$ cat config.mk
export PLATFORM = sky130hd
export DESIGN_NAME = clic_irq_arbiter
export DESIGN_NICKNAME = d
export VERILOG_FILES = /design/src/rtl/clic_irq_arbiter.sv
export SDC_FILE = /design/constraint.sdc
export NUM_CORES = 1
export LEC_CHECK = 0
export CAP_MARGIN = 5
export CORE_ASPECT_RATIO = 1.5
export CORE_UTILIZATION = 45
export CTS_CLUSTER_DIAMETER = 60
export DETAILED_ROUTE_END_ITERATION = 16
export DONT_BUFFER_PORTS = 1
export GPL_ROUTABILITY_DRIVEN = 0
export SYNTH_ARGS = -nofsm -noshare
export SYNTH_HDL_FRONTEND = slang
export SYNTH_HIERARCHICAL = 1
export SYNTH_SLANG_ARGS = --single-unit
export TNS_END_PERCENT = 50
$ cat constraint.sdc
create_clock -name clk_i -period 2.5 [get_ports clk_i]
set_input_delay 0.25 -clock clk_i [delete_from_list [all_inputs] [get_ports clk_i]]
set_output_delay 0.25 -clock clk_i [all_outputs]
set_load 0.03 [all_outputs]
$ cat src/rtl/clic_irq_arbiter.sv
// Arbitrates N_REQ CLIC target offers onto one core interrupt port: ranks, latches, handshakes, kills.
// Optional: define CLIC_ARB_ROUND_ROBIN_EN for round-robin tie-break among equal-rank offers.

module clic_irq_arbiter_rank #(
  parameter int PrioWidth = 8,
  parameter int ModeWidth = 2
) (
  input  logic [ModeWidth-1:0] mode,
  input  logic                 v,
  input  logic [PrioWidth-1:0] max,
  output logic [PrioWidth+1:0] rank
);
  logic [1:0] mrank;

  always_comb begin
    mrank = 2'd0;
    if (mode == ModeWidth'(3))      mrank = 2'd3;
    else if (mode == ModeWidth'(1)) mrank = v ? 2'd1 : 2'd2;
  end

  assign rank = {mrank, max};
endmodule

module clic_irq_arbiter #(
  parameter int N_REQ     = 2,
  parameter int SrcWidth  = 8,
  parameter int PrioWidth = 8,
  parameter int ModeWidth = 2,
  parameter int VsidWidth = 6,
  parameter int SelWidth  = $clog2(N_REQ)
) (
  input  logic                                clk_i,
  input  logic                                rst_i,
  input  logic [N_REQ-1:0]                    req_valid_i,
  output logic [N_REQ-1:0]                    req_ready_o,
  input  logic [N_REQ-1:0][SrcWidth-1:0]      req_id_i,
  input  logic [N_REQ-1:0][PrioWidth-1:0]     req_max_i,
  input  logic [N_REQ-1:0][ModeWidth-1:0]     req_mode_i,
  input  logic [N_REQ-1:0][VsidWidth-1:0]     req_vsid_i,
  input  logic [N_REQ-1:0]                    req_v_i,
  input  logic [N_REQ-1:0]                    req_shv_i,
  input  logic [N_REQ-1:0]                    req_kill_req_i,
  output logic [N_REQ-1:0]                    req_kill_ack_o,
  output logic                                irq_valid_o,
  input  logic                                irq_ready_i,
  output logic [SrcWidth-1:0]                 irq_id_o,
  output logic [PrioWidth-1:0]                irq_max_o,
  output logic [ModeWidth-1:0]                irq_mode_o,
  output logic [VsidWidth-1:0]                irq_vsid_o,
  output logic                                irq_v_o,
  output logic                                irq_shv_o,
  output logic [SelWidth-1:0]                 irq_sel_o,
  output logic                                irq_kill_req_o,
  input  logic                                irq_kill_ack_i
);
  localparam int RankW = PrioWidth + 2;

  typedef enum logic [1:0] {IDLE, OFFER, KILL, HOLD} state_e;

  state_e                        state_q;
  logic [RankW-1:0]              lat_rank_q;
  logic                          kill_own_q;
  logic [N_REQ-1:0][RankW-1:0]   rank;
  logic [SelWidth-1:0]           win_sel;
  logic [RankW-1:0]              win_rank;
  logic                          win_any;
  logic                          preempt;
  logic                          sel_valid, sel_kill;
  logic                          handshake, kill_done;
  logic [N_REQ-1:0]              sel_onehot;

  for (genvar g = 0; g < N_REQ; g++) begin : g_rank
    clic_irq_arbiter_rank #(.PrioWidth(PrioWidth), .ModeWidth(ModeWidth)) u_rank (
      .mode (req_mode_i[g]),
      .v    (req_v_i[g]),
      .max  (req_max_i[g]),
      .rank (rank[g])
    );
  end

`ifdef CLIC_ARB_ROUND_ROBIN_EN
  logic [SelWidth-1:0] rr_ptr_q;

  always_ff @(posedge clk_i) begin
    if (rst_i)          rr_ptr_q <= '0;
    else if (handshake) rr_ptr_q <= (int'(irq_sel_o) == N_REQ-1) ? '0 : irq_sel_o + 1'b1;
  end
`endif

  // Strict '>' means the first candidate visited wins a tie; visit order sets the tie-break.
  always_comb begin
    int idx;
    win_sel  = '0;
    win_rank = '0;
    win_any  = 1'b0;
    for (int k = 0; k < N_REQ; k++) begin
`ifdef CLIC_ARB_ROUND_ROBIN_EN
      idx = int'(rr_ptr_q) + k;
      if (idx >= N_REQ) idx = idx - N_REQ;
`else
      idx = k;
`endif
      if (req_valid_i[idx] && (!win_any || rank[idx] > win_rank)) begin
        win_any  = 1'b1;
        win_sel  = SelWidth'(idx);
        win_rank = rank[idx];
      end
    end
  end

  always_comb begin
    preempt = 1'b0;
    for (int j = 0; j < N_REQ; j++)
      if (req_valid_i[j] && SelWidth'(j) != irq_sel_o && rank[j] > lat_rank_q) preempt = 1'b1;
  end

  assign sel_valid  = req_valid_i[irq_sel_o];
  assign sel_kill   = req_kill_req_i[irq_sel_o];
  assign sel_onehot = N_REQ'(1) << irq_sel_o;
  assign handshake  = !rst_i && (state_q == OFFER || state_q == KILL) && irq_ready_i;
  assign kill_done  = !rst_i && state_q == KILL && !irq_ready_i && irq_kill_ack_i;

  assign req_ready_o    = handshake ? sel_onehot : '0;
  assign req_kill_ack_o = (kill_done && (kill_own_q || sel_kill)) ? sel_onehot : '0;

  always_ff @(posedge clk_i) begin
    if (rst_i) begin
      state_q        <= IDLE;
      lat_rank_q     <= '0;
      kill_own_q     <= 1'b0;
      irq_valid_o    <= 1'b0;
      irq_kill_req_o <= 1'b0;
      irq_id_o       <= '0;
      irq_max_o      <= '0;
      irq_mode_o     <= '0;
      irq_vsid_o     <= '0;
      irq_v_o        <= 1'b0;
      irq_shv_o      <= 1'b0;
      irq_sel_o      <= '0;
    end else begin
      case (state_q)
        IDLE: if (win_any) begin
          state_q     <= OFFER;
          irq_valid_o <= 1'b1;
          kill_own_q  <= 1'b0;
          lat_rank_q  <= win_rank;
          irq_sel_o   <= win_sel;
          irq_id_o    <= req_id_i[win_sel];
          irq_max_o   <= req_max_i[win_sel];
          irq_mode_o  <= req_mode_i[win_sel];
          irq_vsid_o  <= req_vsid_i[win_sel];
          irq_v_o     <= req_v_i[win_sel];
          irq_shv_o   <= req_shv_i[win_sel];
        end
        OFFER: begin
          if (irq_ready_i) begin
            state_q     <= HOLD;
            irq_valid_o <= 1'b0;
          end else if (!sel_valid) begin
            state_q     <= IDLE;
            irq_valid_o <= 1'b0;
          end else if (sel_kill || preempt) begin
            state_q        <= KILL;
            irq_kill_req_o <= 1'b1;
            kill_own_q     <= sel_kill;
          end
        end
        KILL: begin
          if (sel_kill) kill_own_q <= 1'b1;
          if (irq_ready_i) begin
            state_q        <= HOLD;
            irq_valid_o    <= 1'b0;
            irq_kill_req_o <= 1'b0;
          end else if (irq_kill_ack_i) begin
            state_q        <= IDLE;
            irq_valid_o    <= 1'b0;
            irq_kill_req_o <= 1'b0;
          end
        end
        HOLD:    state_q <= IDLE;
        default: state_q <= IDLE;
      endcase
    end
  end
endmodule

======== Word-level counts from Yosys, hierarchy flattened ========
Index checks and enable logic that the tools add are counted.
storage, ports and cells
  bits in registers ....................... 42
  output and inout bits ................... 33
cells by class
  $lt $le $gt $ge ......................... 5
  equal/unequal tests ..................... 15
  shift-type cells ........................ 1
  reductions and logical operators ........ 26
  mux-type cells .......................... 54
  bitwise operators ....................... 1
operator list
  cell                                                  count
  2-to-1 mux 2 bit                                      16
  2-to-1 mux 8 bit                                      4
  greater-than comparator 10 bit                        3
  2-to-1 mux 1 bit                                      26
  2-to-1 mux 10 bit                                     2
  2-to-1 mux 6 bit                                      2
  logical AND 1 bit                                     11
  equality test 2 bit (second input constant)           4
  != test 2 bit (second input constant)                 4
  one-hot mux 2 bit (4 select lines)                    1
  equality test 2 x 1 -> 1 bit (second input constant)  3
  != test 3 bit (second input constant)                 2
  one-hot mux 1 bit (3 select lines)                    2
  AND reduction 6 bit                                   1
  AND reduction 5 bit                                   1
  logical OR 1 bit                                      4
  < comparator 1 x 2 -> 1 bit (second input constant)   2
  != test 4 x 3 -> 1 bit (second input constant)        1
  AND reduction 4 bit                                   1
  zero test 1 bit                                       3
  AND reduction 3 bit                                   1
  nonzero test 3 bit                                    1
  zero test 2 bit                                       1
  != test 2 x 1 -> 1 bit (second input constant)        1
  other kinds (5)                                       5

======== Longest topological paths before layout ========
Gate-level depths: netlist of run 1.
  depth after elaboration ................. 12
  mapped depth ............................ 12

======== Cells and area by module ========
Netlist of run 1, hierarchy kept.
modules (own cells, without submodules)
  module                 times used  area an instance (µm²)  cells an instance
  clic_irq_arbiter       1           2980.4                  377
  clic_irq_arbiter_rank  2           78.8                    11

======== Worst setup path before layout of run 1 ========
OpenSTA, ideal clock, no wires.
  path kind ............................... input-to-reg
  from .................................... in req_valid_i[0]
  to ...................................... reg irq_id_o[3]
  stages on the path ...................... 11
  arrival ................................. 2.283 ns
  path slack .............................. 0.075 ns
  data required time ...................... 2.358 ns
  path buffers ............................ 4
  path through ............................ clkbuf_1 buf_1 nand2_1 ha_1 nand4_2 a211o_1 and3_1 buf_2 buf_2 o21ai_1 a311oi_1
between the ends
  cells in the longest elaborated chain, start to end .. 7
  elaborated cells on any way between the ends .. 11
  classes of those cells .................. order compare (1); mux (6); reduce/logical (4)
ends and longest elaborated chain
  item                                                               RTL line  RTL
  from (decl)                                                        34        input logic [N_REQ-1:0] req_valid_i,
  2-to-1 mux 10 bit or 2-to-1 mux 1 bit (tied branches)              103       if (req_valid_i[idx] && (!win_any || rank[idx] > win_rank)) begin
  greater-than comparator 10 bit or zero test 1 bit (tied branches)  103
  logical OR 1 bit                                                   103
  logical AND 1 bit                                                  103
  2-to-1 mux 1 bit                                                   103
  2-to-1 mux 8 bit (not written as such) (2 in a row)                148       irq_id_o <= req_id_i[win_sel];
  to (signal assigned)                                               148
  to (decl)                                                          46        output logic [SrcWidth-1:0] irq_id_o,
Several ways; a longest one is shown, not always the timed one. The select of a mux whose other input is x is not followed.
A chain may end at the register's enable or synchronous reset.

======== Final worst setup path of run 1 ========
  from .................................... reg lat_rank_q[7]
  to ...................................... reg irq_kill_req_o
between the ends
  cells in the longest elaborated chain, start to end .. 7
  elaborated cells on any way between the ends .. 9
  classes of those cells .................. order compare (2); eq/ne (1); mux (2); reduce/logical (4)
ends and longest elaborated chain
  item                                       RTL line  RTL
  from (decl)                                61        logic [RankW-1:0] lat_rank_q;
  from (signal assigned)                     146       lat_rank_q <= win_rank;
  greater-than comparator 10 bit             114       if (req_valid_i[j] && SelWidth'(j) != irq_sel_o && rank[j] > lat_rank_q) preempt = 1'b1;
  logical AND 1 bit                          114
  2-to-1 mux 1 bit                           114
  2-to-1 mux 1 bit *                         114
  logical OR 1 bit *                         162       end else if (sel_kill || preempt) begin
  != test 2 x 1 -> 1 bit (no source line) *  --
  AND reduction 5 bit (no source line) *     --
  to (signal assigned)                       164       irq_kill_req_o <= 1'b1;
  to (signal assigned)                       173       irq_kill_req_o <= 1'b0;
  to (signal assigned)                       177       irq_kill_req_o <= 1'b0;
  to (decl)                                  53        output logic irq_kill_req_o,
Every way passes the cells marked *; elsewhere a longest branch is shown, timed or not.

==> metrics.md, run 1 <==
| Metric | Value |
|---|---|
| WP data arrival | `roughly 2.4 ns` |
| Number of synthesized flops with an enable pin | `0` |
| Fin crit share | `0.8820` |
| Layout cell share with drive strength beyond 1 | `0.07487` |
| Clk root buf | `clkbuf_8` |
| Fin crit period | `2.205 ns` |
| Die ar. | `around 0.0073 mm2` |
| Setup TNS | `0 ns` |
| Mux cell area share after synthesis | `0.01356` |
| Post-Layout Cell Count | `450` |
| Clk_skew | `~0.0041 ns` |
| Critical path, cell by cell | `inv_1, ha_1, a211oi_1, nor2_1, a2111oi_2, o32ai_2, nor4b_1, o31a_1` |
| CP max-delay cell | `a2111oi_2` |
| Vias in the first global route | `about 2700` |
| Drt pass-1 iters | `4` |
| Logic pwr share | `0.337` |
| Worst-path clk slew | `approximately 0.08 ns` |
| RSZ-0062 raised after global routing | `false` |
| Port-buffer cells | `0` |
| Final Hold Viols | `0` |
| Vias per inst | `roughly 6.3` |
| Clk_lat worst skew | `0.31 ns` |
| Total track usage | `0.2340` |
| Xor and xnor area share after synthesis | `0` |
| Initial Utilization | `0.4739` |
| Pleak | `about 1.2 nW` |
| Worst Path Max Fanout | `7` |
| Final cell utilization of the core | `0.4883` |
| Antenna violations before repair | `0` |
| Area occupied by multi-input gates | `0.001952 mm2` |
| Gate Count Post-Synth | `399` |
| Ranking of synthesized cells by area | `dfxtp_1 27%, ha_1 13%, a311oi_1 10%` |
| DRC errors left | `0` |
| Req. time, crit path | `~2.7 ns` |
| Critical R2R Launch | `lat_rank_q[7]$_SDFFE_PP0P_` |
| Largest family of logic cells by synthesized area | `compound AO/OA/AOI/OAI gates` |
| CP bufs+invs | `1` |
| Final WL | `between 8000 and 9000 um` |
| Cell count of the worst reg-to-reg path | `8` |
| Nets@finish | `466` |
| Htree depth | `2` |
| Synth Area per Inst | `approximately 8 um2` |
| Die X | `roughly 70 um` |
| Compound-Gate Fraction of Synth Area | `0.2624` |
| Largest net degree at the start of global routing | `73` |
| CORE AREA | `0.006621 mm2` |
| Post_cts resized | `0` |
| Hold path startpoint | `rst_i` |
| Synth top area share | `0.2679` |
| Routed len/inst | `approximately 19 um` |
| Cell Pwr Density | `roughly 700 mW/mm2` |
| Clock Path Buffers | `2` |
| Post-CTS Setup Bufs | `0` |
| # IOs | `a little over 90` |
| CP Class | `reg -> reg` |
| Mapped cell area | `between 0.003 and 0.004 mm2` |
| Crit-path leading delay family | `compound AO/OA/AOI/OAI gates` |
| Status | `finished, final reports clean` |
| Initial detailed-routing violation count | `95` |
| Crit. End Element | `register` |
| Ant. Diodes | `0` |
| Worst Hold Class | `in -> reg` |
| Hold slack | `between 0.08 and 0.09 ns` |
| Distinct cells, synth | `51` |
| DP Area | `between 0.003 and 0.004 mm2` |
| GRT overflow | `0` |
| Via count | `2839` |
| Clock network fraction of total power | `0.210` |
| Relative slew slack | `0.3043` |
| R2R Setup Slk | `just under 0.3 ns` |
| Worst-Margin Slew | `1.040 ns` |
| Synth warn | `6` |
| CTS tree | `done` |
| Total CTS buffers | `5` |
| Register bit total from synthesis | `42` |
| Max Transition Viols Final | `0` |
| Cell row count | `36` |
| Crit path largest cell delay | `around 0.38 ns` |
| Antenna Nets Post-Route | `0` |
| Die span in y | `approximately 100 um` |
| Seq pwr share | `0.452` |
| Sequential-to-total area share from yosys stat | `0.2679` |
| Startpoint Class | `register` |
| Hold-critical path depth | `2` |
| F_max | `roughly 450 MHz` |
| Synth-to-Final Area Change | `3.030%` |
| First-pass GRT wire length | `between 10000 and 15000 um` |
| R2r endpoint | `irq_kill_req_o$_SDFFE_PP0P_` |
| Dpl cells | `437` |
| Maxcap violations | `0` |
| Post-Synth Adder-Cell Area | `0.1316` |
| Cts hold-fix bufs | `4` |
| Dpl hpwl | `between 5000 and 6000 um` |
| CTS sink cnt | `42` |
| Syn_nets | `~490` |
| Final Instance Area | `about 0.0032 mm2` |
| Cell Int Power | `between 1 and 1.5 mW` |
| Ys async rst share | `0` |
| Switch Pwr | `~950 uW` |
| Main flop type after synthesis | `dfxtp_1` |
| Max rail drop VDD | `~0.39 mV` |
| Synth area leader | `dfxtp_1` |
| Setup Viol. Count Final | `0` |
| Sequential cell area | `around 840 um2` |
| Net Sw Frac | `0.4175` |
| Synth Area in Simple Gates | `0.2121` |
| Layout fillers | `around 660` |
| Worst hold endpoint | `irq_kill_req_o$_SDFFE_PP0P_` |
worst max-delay path by stage:
stage	from	endpoint	slack, ns	cells after the start
2_1_floorplan	req_valid_i[0]	irq_id_o[3]$_SDFFE_PP0P_	0.08	11
5_1_grt	lat_rank_q[5]$_SDFFE_PP0P_	irq_kill_req_o$_SDFFE_PP0P_	0.13	8
3_5_place_dp	req_mode_i[1]	irq_kill_req_o$_SDFFE_PP0P_	0.20	8
4_1_cts	lat_rank_q[5]$_SDFFE_PP0P_	irq_kill_req_o$_SDFFE_PP0P_	0.28	8
6_report	lat_rank_q[7]$_SDFFE_PP0P_	irq_kill_req_o$_SDFFE_PP0P_	0.30	8
3_3_place_gp	req_mode_i[1]	irq_mode_o[1]$_SDFFE_PP0P_	0.29	9
power by group through the flow:
stage	Combinational, mW	Sequential, mW	Clock, mW
2_1_floorplan	0.635	1.03	0
4_1_cts	0.773	1.03	0.490
5_1_grt	0.882	1.05	0.512
3_5_place_dp	0.754	1.05	0
3_3_place_gp	0.741	1.05	0
6_report	0.769	1.03	0.479
cell usage in the layout (no fill, tap or decap), drive strengths merged, types with 2 or more instances in the layout:
| master | instances |
|---|---|
| a211oi | 7 |
| a21boi | 3 |
| a21oi | 8 |
| a311oi | 36 |
| buf | 7 |
| clkbuf | 6 |
| dfxtp | 42 |
| dlygate4sd3 | 5 |
| ha | 33 |
| inv | 26 |
| mux2i | 3 |
| nand2 | 19 |
| nand2b | 5 |
| nand3 | 48 |
| nand4 | 6 |
| nor2 | 47 |
| nor2b | 4 |
| o211ai | 4 |
| o21a | 3 |
| o21ai | 38 |
| o31a | 2 |
| o32ai | 2 |
per-stage QoR:
step / worst slack, ns / total power, mW
4_1_cts: 0.2779 / 2.297
2_1_floorplan: 0.07516 / 1.664
5_1_grt: 0.1322 / 2.442
6_report: 0.2951 / 2.279
3_3_place_gp: 0.2940 / 1.790
3_5_place_dp: 0.2045 / 1.803
cell type report:
| class | count | share of cell area |
|---|---|---|
| inverter | 26 | 0.03019 |
| sequential | 42 | 0.2601 |
| clock inverter | 2 | 0.003870 |
| multi-input combinational | 286 | 0.6037 |
| tap | 76 | 0.02941 |
| timing repair buffer | 12 | 0.04721 |
| clock buffer | 6 | 0.02554 |
state kept, by name, summed over array words and instances (netlist names), 2 cells and up:
signal	cells
irq_mode_o	2
state_q	2
irq_id_o	8
lat_rank_q	10
irq_vsid_o	6
irq_max_o	8
worst register-to-register path, delay by kind of cell (launching register included):
family | cells | cell delay [ns]
fa+ha+maj | 1 | 0.30
simple gates | 2 | 0.29
buf+inv | 1 | 0.06
compound gates | 4 | 1.12
flops | 1 | 0.34
routing by layer:
metal  track usage  share of wire  vias to the layer above
met2        0.4169           0.52                       88
li1              -              -                     1394
met4       0.09429          0.022                        0
met3       0.04748          0.050                       16
met1        0.2674           0.41                     1341
met5             0              0                        -
cells in the mapped netlist (all sizes together), types with 2 or more instances:
master and number:
nand3 48, nor2 47, dfxtp 42, o21ai 38
a311oi 36, ha 33, buf 30, inv 26
nand2 19, clkbuf 15, a21oi 8, a211oi 7
nand4 6, nand2b 5, nor2b 4, o211ai 4
a21boi 3, mux2i 3, o21a 3, o31a 2
o32ai 2
cell families (layout without fill, tap and decap cells):
logic type | Yosys count | after routing
DFF | 42 | 42
adders and majority gates | 33 | 33
AOI/OAI and AO/OA | 111 | 111
buffers and inverters | 71 | 46
and+or+nand+nor | 139 | 139
muxes | 3 | 3
No activity file was read; power rests on OpenSTA's default activity.
==> inputs of run 2 (changes only) <==
--- a/config.mk
+++ b/config.mk
@@ -5,6 +5,7 @@
 export SDC_FILE = /design/constraint.sdc
 export NUM_CORES = 1
 export LEC_CHECK = 0
+export ABC_AREA = 1
 export CAP_MARGIN = 5
 export CORE_ASPECT_RATIO = 1.5
 export CORE_UTILIZATION = 45
==> run 2 against run 1 <==
Worst setup slack better by 0.092 ns. Clock skew grew 0.0053 ns. Register-to-register slack improved by 0.35 ns. Fmax up 4.3%. Die area up 9.6%. Largest cell class unchanged. Combinational power rose by 11%. Global-route usage is 0.73 points lower. Critical path type is now reg -> out. Largest power group unchanged.
==> metrics.md, run 2 <==
| Metric | Value |
|---|---|
| Status | `finished, final reports clean` |
| Synth area leader | `dfxtp_1` |
| F_max | `473.2 MHz (+4.3%)` |
| Worst-Margin Slew | `0.6831 ns (-0.3570 ns)` |
| Critical R2R Launch | `lat_rank_q[9]$_SDFFE_PP0P_` |
| Clk_skew | `0.009415 ns (+0.005296 ns)` |
| Worst Hold Class | `in -> reg` |
| Hold-critical path depth | `2 (unchanged)` |
| Syn_nets | `635 (+29%)` |
| Synth Area per Inst | `6.360 um2 (-19%)` |
| CORE AREA | `0.007322 mm2 (+11%)` |
| GRT overflow | `0 (unchanged)` |
| RSZ-0062 raised after global routing | `false` |
| Synth warn | `6 (unchanged)` |
| Worst hold endpoint | `irq_sel_o$_SDFFE_PP0P_` |
| Commonest non-fill, non-tap cell in the layout | `nand2_1` |
| Worst Path Max Fanout | `10 (+3)` |
| Crit-path leading delay family | `simple AND/OR/NAND/NOR gates` |
| Crit path largest cell delay | `0.69 ns (+0.31 ns)` |
| Nets@finish | `606 (+30%)` |
| Die span in y | `109.2 um (+4.7%)` |
| Pleak | `1.780 nW (+44%)` |
| Initial Utilization | `0.4708 (-0.003144)` |
| Mapped cell area | `0.003447 mm2 (+9.8%)` |
| Synth-to-Final Area Change | `-0.2540%` |
| Setup TNS | `0 ns (unchanged)` |
| Fin crit period | `2.113 ns (-0.09185 ns)` |
| Number of synthesized flops with an enable pin | `0 (unchanged)` |
| Clk_lat worst skew | `0.32 ns (about the same)` |
| Most common cell in the netlist | `nand2_1` |
| Top cells by count, synth | `133 x nand2_1, 105 x inv_1, 77 x nand3_1` |
| Crit-path most repeated cell | `nand2_1` |
| Relative slew slack | `0.5439 (+0.2396)` |
| CTS sink cnt | `42 (unchanged)` |
| Cell Pwr Density | `702.3 mW/mm2 (-0.37%)` |
| Cell count of the worst reg-to-reg path | `12 (+4)` |
| Biggest regs | `lat_rank_q x10, irq_id_o x8, irq_max_o x8` |
| Max reg flops | `10 (unchanged)` |
| Final Hold Viols | `0 (unchanged)` |
| Hold slack | `0.1339 ns (+0.04822 ns)` |
| Worst-path clk slew | `0.09 ns (about the same)` |
| Post-CTS Setup Bufs | `0 (unchanged)` |
| Startpoint Class | `register` |
| Drt pass-1 iters | `4 (unchanged)` |
| Port-buffer cells | `0 (unchanged)` |
| Htree depth | `2 (unchanged)` |
| CP max-delay cell | `dfxtp_1` |
| Via count | `3145 (+11%)` |
| Max Transition Viols Final | `0 (unchanged)` |
| Distinct cells, synth | `26 (-49%)` |
| Total CTS buffers | `5 (unchanged)` |
| R2r endpoint | `irq_kill_req_o$_SDFFE_PP0P_` |
| Most frequent cells in the layout | `133 x nand2_1, 105 x inv_1, 77 x nand3_1, 49 x a21oi_1, 42 x dfxtp_1` |
| Setup Viol. Count Final | `0 (unchanged)` |
| Largest Register | `lat_rank_q` |
| Ys async rst share | `0 (unchanged)` |
| Vias in the first global route | `3071 (+12%)` |
| Post_cts resized | `0 (unchanged)` |
| Cell row count | `38 (+5.6%)` |
| Layout cell share with drive strength beyond 1 | `0.06226 (-0.01261)` |
| CTS tree | `done` |
| Largest net degree at the start of global routing | `41 (-44%)` |
| # IOs | `93 (unchanged)` |
| Register bit total from synthesis | `42 (unchanged)` |
| Crit. End Element | `output pin` |
| Clk root buf | `clkbuf_8` |
| CP bufs+invs | `0 (-1)` |
| Fin crit share | `0.8452 (-0.03674)` |
| Dpl hpwl | `6111 um (+3.8%)` |
| First-pass GRT wire length | `13970 um (+2.4%)` |
| Sequential-to-total area share from yosys stat | `0.2439 (-0.02402)` |
| Ranking of synthesized cells by area | `dfxtp_1 24%, nand2_1 14%, ha_1 12%` |
| Critical path, cell by cell | `nand2_1, nand2_1, o211ai_1, nor2_1` |
| Main flop type after synthesis | `dfxtp_1` |
| Final WL | `8503 um (+2.0%)` |
| Vias per inst | `5.122 (-19%)` |
| Initial detailed-routing violation count | `89 (-6.3%)` |
| Hold path startpoint | `req_valid_i[1]` |
| Die ar. | `0.008021 mm2 (+9.6%)` |
| DRC errors left | `0 (unchanged)` |
| Gate Count Post-Synth | `542 (+36%)` |
| Routed len/inst | `13.85 um (-25%)` |
| Ant. Diodes | `0 (unchanged)` |
| Max rail drop VDD | `0.5240 mV (+34%)` |
| Total track usage | `0.2268 (-0.007268)` |
| Synth top area share | `0.2439 (-0.02402)` |
| CP Class | `reg -> out` |
| Cts hold-fix bufs | `1 (-3)` |
| Req. time, crit path | `2.25 ns (-0.46 ns)` |
| Clock Path Buffers | `2 (unchanged)` |
| R2R Setup Slk | `0.65 ns (+0.35 ns)` |
| Die X | `73.46 um (+4.7%)` |
| WP data arrival | `1.86 ns (-0.55 ns)` |
| Antenna violations before repair | `0 (unchanged)` |
| Antenna Nets Post-Route | `0 (unchanged)` |
| Maxcap violations | `0 (unchanged)` |
## run 2: routing by layer
metal | part of all wire | GRT usage
met5 | 0 | 0
met3 | 0.056 | 0.05730
met4 | 0.020 | 0.09753
met2 | 0.51 | 0.4089
met1 | 0.41 | 0.2449
## run 2: kinds of logic (layout without fill, tap and decap cells)
| group | count (synthesis) | in the layout | share of synthesized area |
|---|---|---|---|
| DFF | 42 | 42 | 0.2439 |
| adders and majority gates | 33 | 33 | 0.1198 |
| buffers and inverters | 147 | 119 | 0.1993 |
| AOI/OAI and AO/OA | 65 | 65 | 0.1042 |
| and+or+nand+nor | 255 | 255 | 0.3328 |
## run 2: power breakdown
part	total [mW]	internal (mW)	switching, mW	leakage [nW]
Combinational	0.850	0.304	0.547	1.38
Sequential	1.06	0.798	0.263	0.346
Clock	0.504	0.209	0.294	0.0506
## run 2: cell type report
class                           instances  area [um2]
Clock buffer                            5       68.82
Multi-Input combinational cell        353        1931
Tap cell                              100       125.1
Clock inverter                          3       28.78
Fill cell                             806        3884
Inverter                              107       401.6
Timing Repair Buffer                    4       42.54
Sequential cell                        42       840.8
## run 2: per-stage QoR
step                worst slack (ns)  total power [mW]  instance area, um2    util  instances
global route                  0.2347             2.617                3438  0.4696        614
finish                        0.3869             2.415                3438  0.4696        614
CTS                           0.3654             2.450                3438  0.4696        614
global placement              0.4618             1.905                3321  0.4535        605
detailed placement            0.4213             1.922                3321  0.4535        605
floorplan                     0.5284             1.803                3447       -        542
## run 2: how the worst max path moves through the flow
stage | cells past startpoint | from | slack [ns] | endpoint
final | 4 | irq_sel_o$_SDFFE_PP0P_ | 0.39 | req_kill_ack_o[1]
after global routing | 4 | irq_sel_o$_SDFFE_PP0P_ | 0.23 | req_kill_ack_o[1]
after CTS | 4 | irq_sel_o$_SDFFE_PP0P_ | 0.37 | req_kill_ack_o[1]
after detailed placement | 14 | req_mode_i[0] | 0.42 | irq_id_o[3]$_SDFFE_PP0P_
after global placement | 14 | req_mode_i[1] | 0.46 | lat_rank_q[8]$_SDFFE_PP0P_
after floorplan | 14 | req_valid_i[0] | 0.53 | irq_id_o[7]$_SDFFE_PP0P_
## run 2: worst register-to-register path: cells and delay by family (launching register included)
family,cells,cell delay (ns)
compound gates,2,0.23
flops,1,0.34
fa+ha+maj,1,0.30
buf+inv,2,0.12
simple gates,7,0.79
==> inputs of run 3 (changes only) <==
==> constraint.sdc (replaced) <==
create_clock -name clk_i -period 2.2 [get_ports clk_i]
set_input_delay 0.22 -clock clk_i [delete_from_list [all_inputs] [get_ports clk_i]]
set_output_delay 0.22 -clock clk_i [all_outputs]
set_load 0.03 [all_outputs]
==> run 3 against run 2 <==
Register-to-register slack got worse by 0.36 ns. Non-clock buffer count grew 10. Worst setup slack worse by 0.099 ns. Clock-buffer cell count stayed put. Sequential share of layout area fell by 0.47 points. Flip-flop and latch count is the same. Clock skew shrank 0.0038 ns. First-iteration DRC count increased by 56%. Hold slack lost 0.051 ns. Core utilization rose by 0.92 points. Global-route usage grew 0.095 points. Final area up 2.0%.
==> metrics.md, run 3 (synthesis results as in run 2) <==
| Metric | Value |
|---|---|
| CP Class | `reg -> reg` |
| Maxcap violations | `0 (unchanged)` |
| Final WS setup | `0.2879 ns (-0.09901 ns)` |
| Fin crit period | `approximately 1.9 ns` |
| Max Transition Viols Final | `0 (unchanged)` |
| Biggest regs | `lat_rank_q x10, irq_id_o x8, irq_max_o x8` |
| Drt pass-1 iters | `4 (unchanged)` |
| Post_cts resized | `0 (unchanged)` |
| Max reg flops | `10 (unchanged)` |
| Layout cell share with drive strength beyond 1 | `0.08015 (+0.01790)` |
| Routed len/inst | `13.78 um (-0.47%)` |
| GRT overflow | `0 (unchanged)` |
| DP Area | `0.003396 mm2 (+2.3%)` |
| R2R Setup Slk | `0.29 ns (-0.36 ns)` |
| Final Instance Area | `0.003506 mm2 (+2.0%)` |
| # IOs | `93 (unchanged)` |
| Total track usage | `0.2277 (+0.0009527)` |
| Worst-Margin Slew | `0.5490 ns (-0.1341 ns)` |
| R2r endpoint | `irq_kill_req_o$_SDFFE_PP0P_` |
| Critical path, cell by cell | `inv_1, ha_1, nand2_1, nor2_1, nand2_1, o21bai_1, inv_1, nand2_1, nand3_1, nand3_1, nand2_1, a21oi_1` |
| Final Hold Viols | `0 (unchanged)` |
| Largest net degree at the start of global routing | `41 (unchanged)` |
| Cell row count | `38 (unchanged)` |
| Worst Hold Class | `in -> reg` |
| Req. time, crit path | `2.45 ns (+0.20 ns)` |
| Worst-path clk slew | `0.09 ns (about the same)` |
| Hold path startpoint | `req_valid_i[1]` |
| Worst hold endpoint | `irq_sel_o$_SDFFE_PP0P_` |
| Dpl hpwl | `6456 um (+5.6%)` |
| DRC errors left | `0 (unchanged)` |
| F_max | `between 500 and 600 MHz` |
| Ant. Diodes | `0 (unchanged)` |
| First-pass GRT wire length | `13920 um (-0.29%)` |
| Via count | `3200 (+1.7%)` |
| Htree depth | `2 (unchanged)` |
| Largest Register | `lat_rank_q` |
| Post-CTS Setup Bufs | `0 (unchanged)` |
| CP max-delay cell | `dfxtp_1` |
| Die span in y | `109.2 um (unchanged)` |
| Worst slack, placed | `0.2095 ns (-0.2118 ns)` |
| CTS sink cnt | `42 (unchanged)` |
| Die X | `73.46 um (unchanged)` |
| RSZ-0062 raised after global routing | `false` |
| Cell Pwr Density | `784.2 mW/mm2 (+12%)` |
| Crit-path most repeated cell | `nand2_1` |
| Synth-to-Final Area Change | `1.706%` |
| Startpoint Class | `register` |
| Pleak | `1.822 nW (+2.4%)` |
| Crit. End Element | `register` |
| Hold slack | `0.08323 ns (-0.05064 ns)` |
| Crit path largest cell delay | `0.33 ns (-0.36 ns)` |
| WP data arrival | `2.17 ns (+0.31 ns)` |
| Status | `finished, final reports clean` |
| Initial detailed-routing violation count | `139 (+56%)` |
| Clk root buf | `clkbuf_8` |
| Commonest non-fill, non-tap cell in the layout | `nand2_1` |
| Die ar. | `0.008021 mm2 (unchanged)` |
| CORE AREA | `0.007322 mm2 (unchanged)` |
| Clock Path Buffers | `2 (unchanged)` |
| Initial Utilization | `0.4708 (unchanged)` |
| Fin crit share | `0.8691` |
| Port-buffer cells | `0 (unchanged)` |
| Most frequent cells in the layout | `133 x nand2_1, 105 x inv_1, 77 x nand3_1, 49 x a21oi_1, 42 x dfxtp_1` |
| Total CTS buffers | `5 (unchanged)` |
| Worst Path Max Fanout | `4 (-6)` |
| Relative slew slack | `0.6326 (+0.08871)` |
| Vias in the first global route | `3019 (-1.7%)` |
| Antenna violations before repair | `0 (unchanged)` |
| Clk_skew | `0.005661 ns (-0.003754 ns)` |
| Clk_lat worst skew | `0.31 ns (about the same)` |
| Max rail drop VDD | `0.5043 mV (-3.8%)` |
| Cell count of the worst reg-to-reg path | `12 (unchanged)` |
| Setup TNS | `0 ns (unchanged)` |
| Nets@finish | `616 (+1.7%)` |
| Setup Viol. Count Final | `0 (unchanged)` |
| Hold-critical path depth | `2 (unchanged)` |
| Antenna Nets Post-Route | `0 (unchanged)` |
| Vias per inst | `5.128 (+0.12%)` |
| CTS tree | `done` |
| Critical R2R Launch | `lat_rank_q[9]$_SDFFE_PP0P_` |
| Final WL | `8601 um (+1.2%)` |
==> run 3: cell types whose count changed in the layout (fill, tap and decap cells not counted), sizes merged <==
cell / delta
buf: +10
clkinvlp: +1
inv: -2
clkinv: +1
==> run 3: how the worst max path moves through the flow <==
stage                          startpoint                           to  slack, ns  cells after the start
2_1_floorplan              req_valid_i[0]     irq_id_o[7]$_SDFFE_PP0P_       0.26                     14
3_3_place_gp                req_mode_i[1]     irq_id_o[6]$_SDFFE_PP0P_       0.30                     15
3_5_place_dp                req_mode_i[0]     irq_id_o[6]$_SDFFE_PP0P_       0.21                     15
4_1_cts        lat_rank_q[9]$_SDFFE_PP0P_  irq_kill_req_o$_SDFFE_PP0P_       0.28                     12
5_1_grt            irq_sel_o$_SDFFE_PP0P_            req_kill_ack_o[0]       0.14                      7
6_report       lat_rank_q[9]$_SDFFE_PP0P_  irq_kill_req_o$_SDFFE_PP0P_       0.29                     12
==> run 3: power by group <==
| group | total [mW] | switching, mW | leakage, nW | internal [mW] |
|---|---|---|---|---|
| Sequential | 1.19 | 0.287 | 0.346 | 0.907 |
| Clock | 0.537 | 0.314 | 0.0441 | 0.224 |
| Combinational | 1.02 | 0.639 | 1.43 | 0.379 |
==> run 3: what timing repair did <==
item | CTS | global route
endpoints found under the setup margin | 0 | 0
endpoints found under the hold margin | 37 | 0
hold buffers | 1 | 0
==> run 3: per-stage QoR <==
step                cells    util  power (mW)
finish                624  0.4788       2.749
CTS                   624  0.4788       2.783
detailed placement    615  0.4638       2.224
global route          624  0.4788       2.970
global placement      615  0.4638       2.203
floorplan             542       -       2.049
==> run 3: metal layers <==
layer / vias to the layer above / global-route usage / wire length, um
met1: 1451 / 0.2421 / 3457
met5: - / 0 / 0
li1: 1641 / - / -
met4: 0 / 0.09478 / 238
met2: 92 / 0.4109 / 4345
met3: 16 / 0.06562 / 559
==> run 3: area by class of cell <==
class,count,area [um2]
Timing Repair Buffer,14,117.6
Sequential cell,42,840.8
Multi-Input combinational cell,353,1931
Fill cell,823,3816
Tap cell,100,125.1
Clock buffer,5,68.82
Clock inverter,3,21.27
Inverter,107,401.6
==> run 3: worst max-delay path, delay by kind of cell (launching register included) <==
kind	cells	cell delay (ns)
compound gates	2	0.24
flops	1	0.33
buf+inv	2	0.12
simple gates	7	0.86
fa+ha+maj	1	0.30
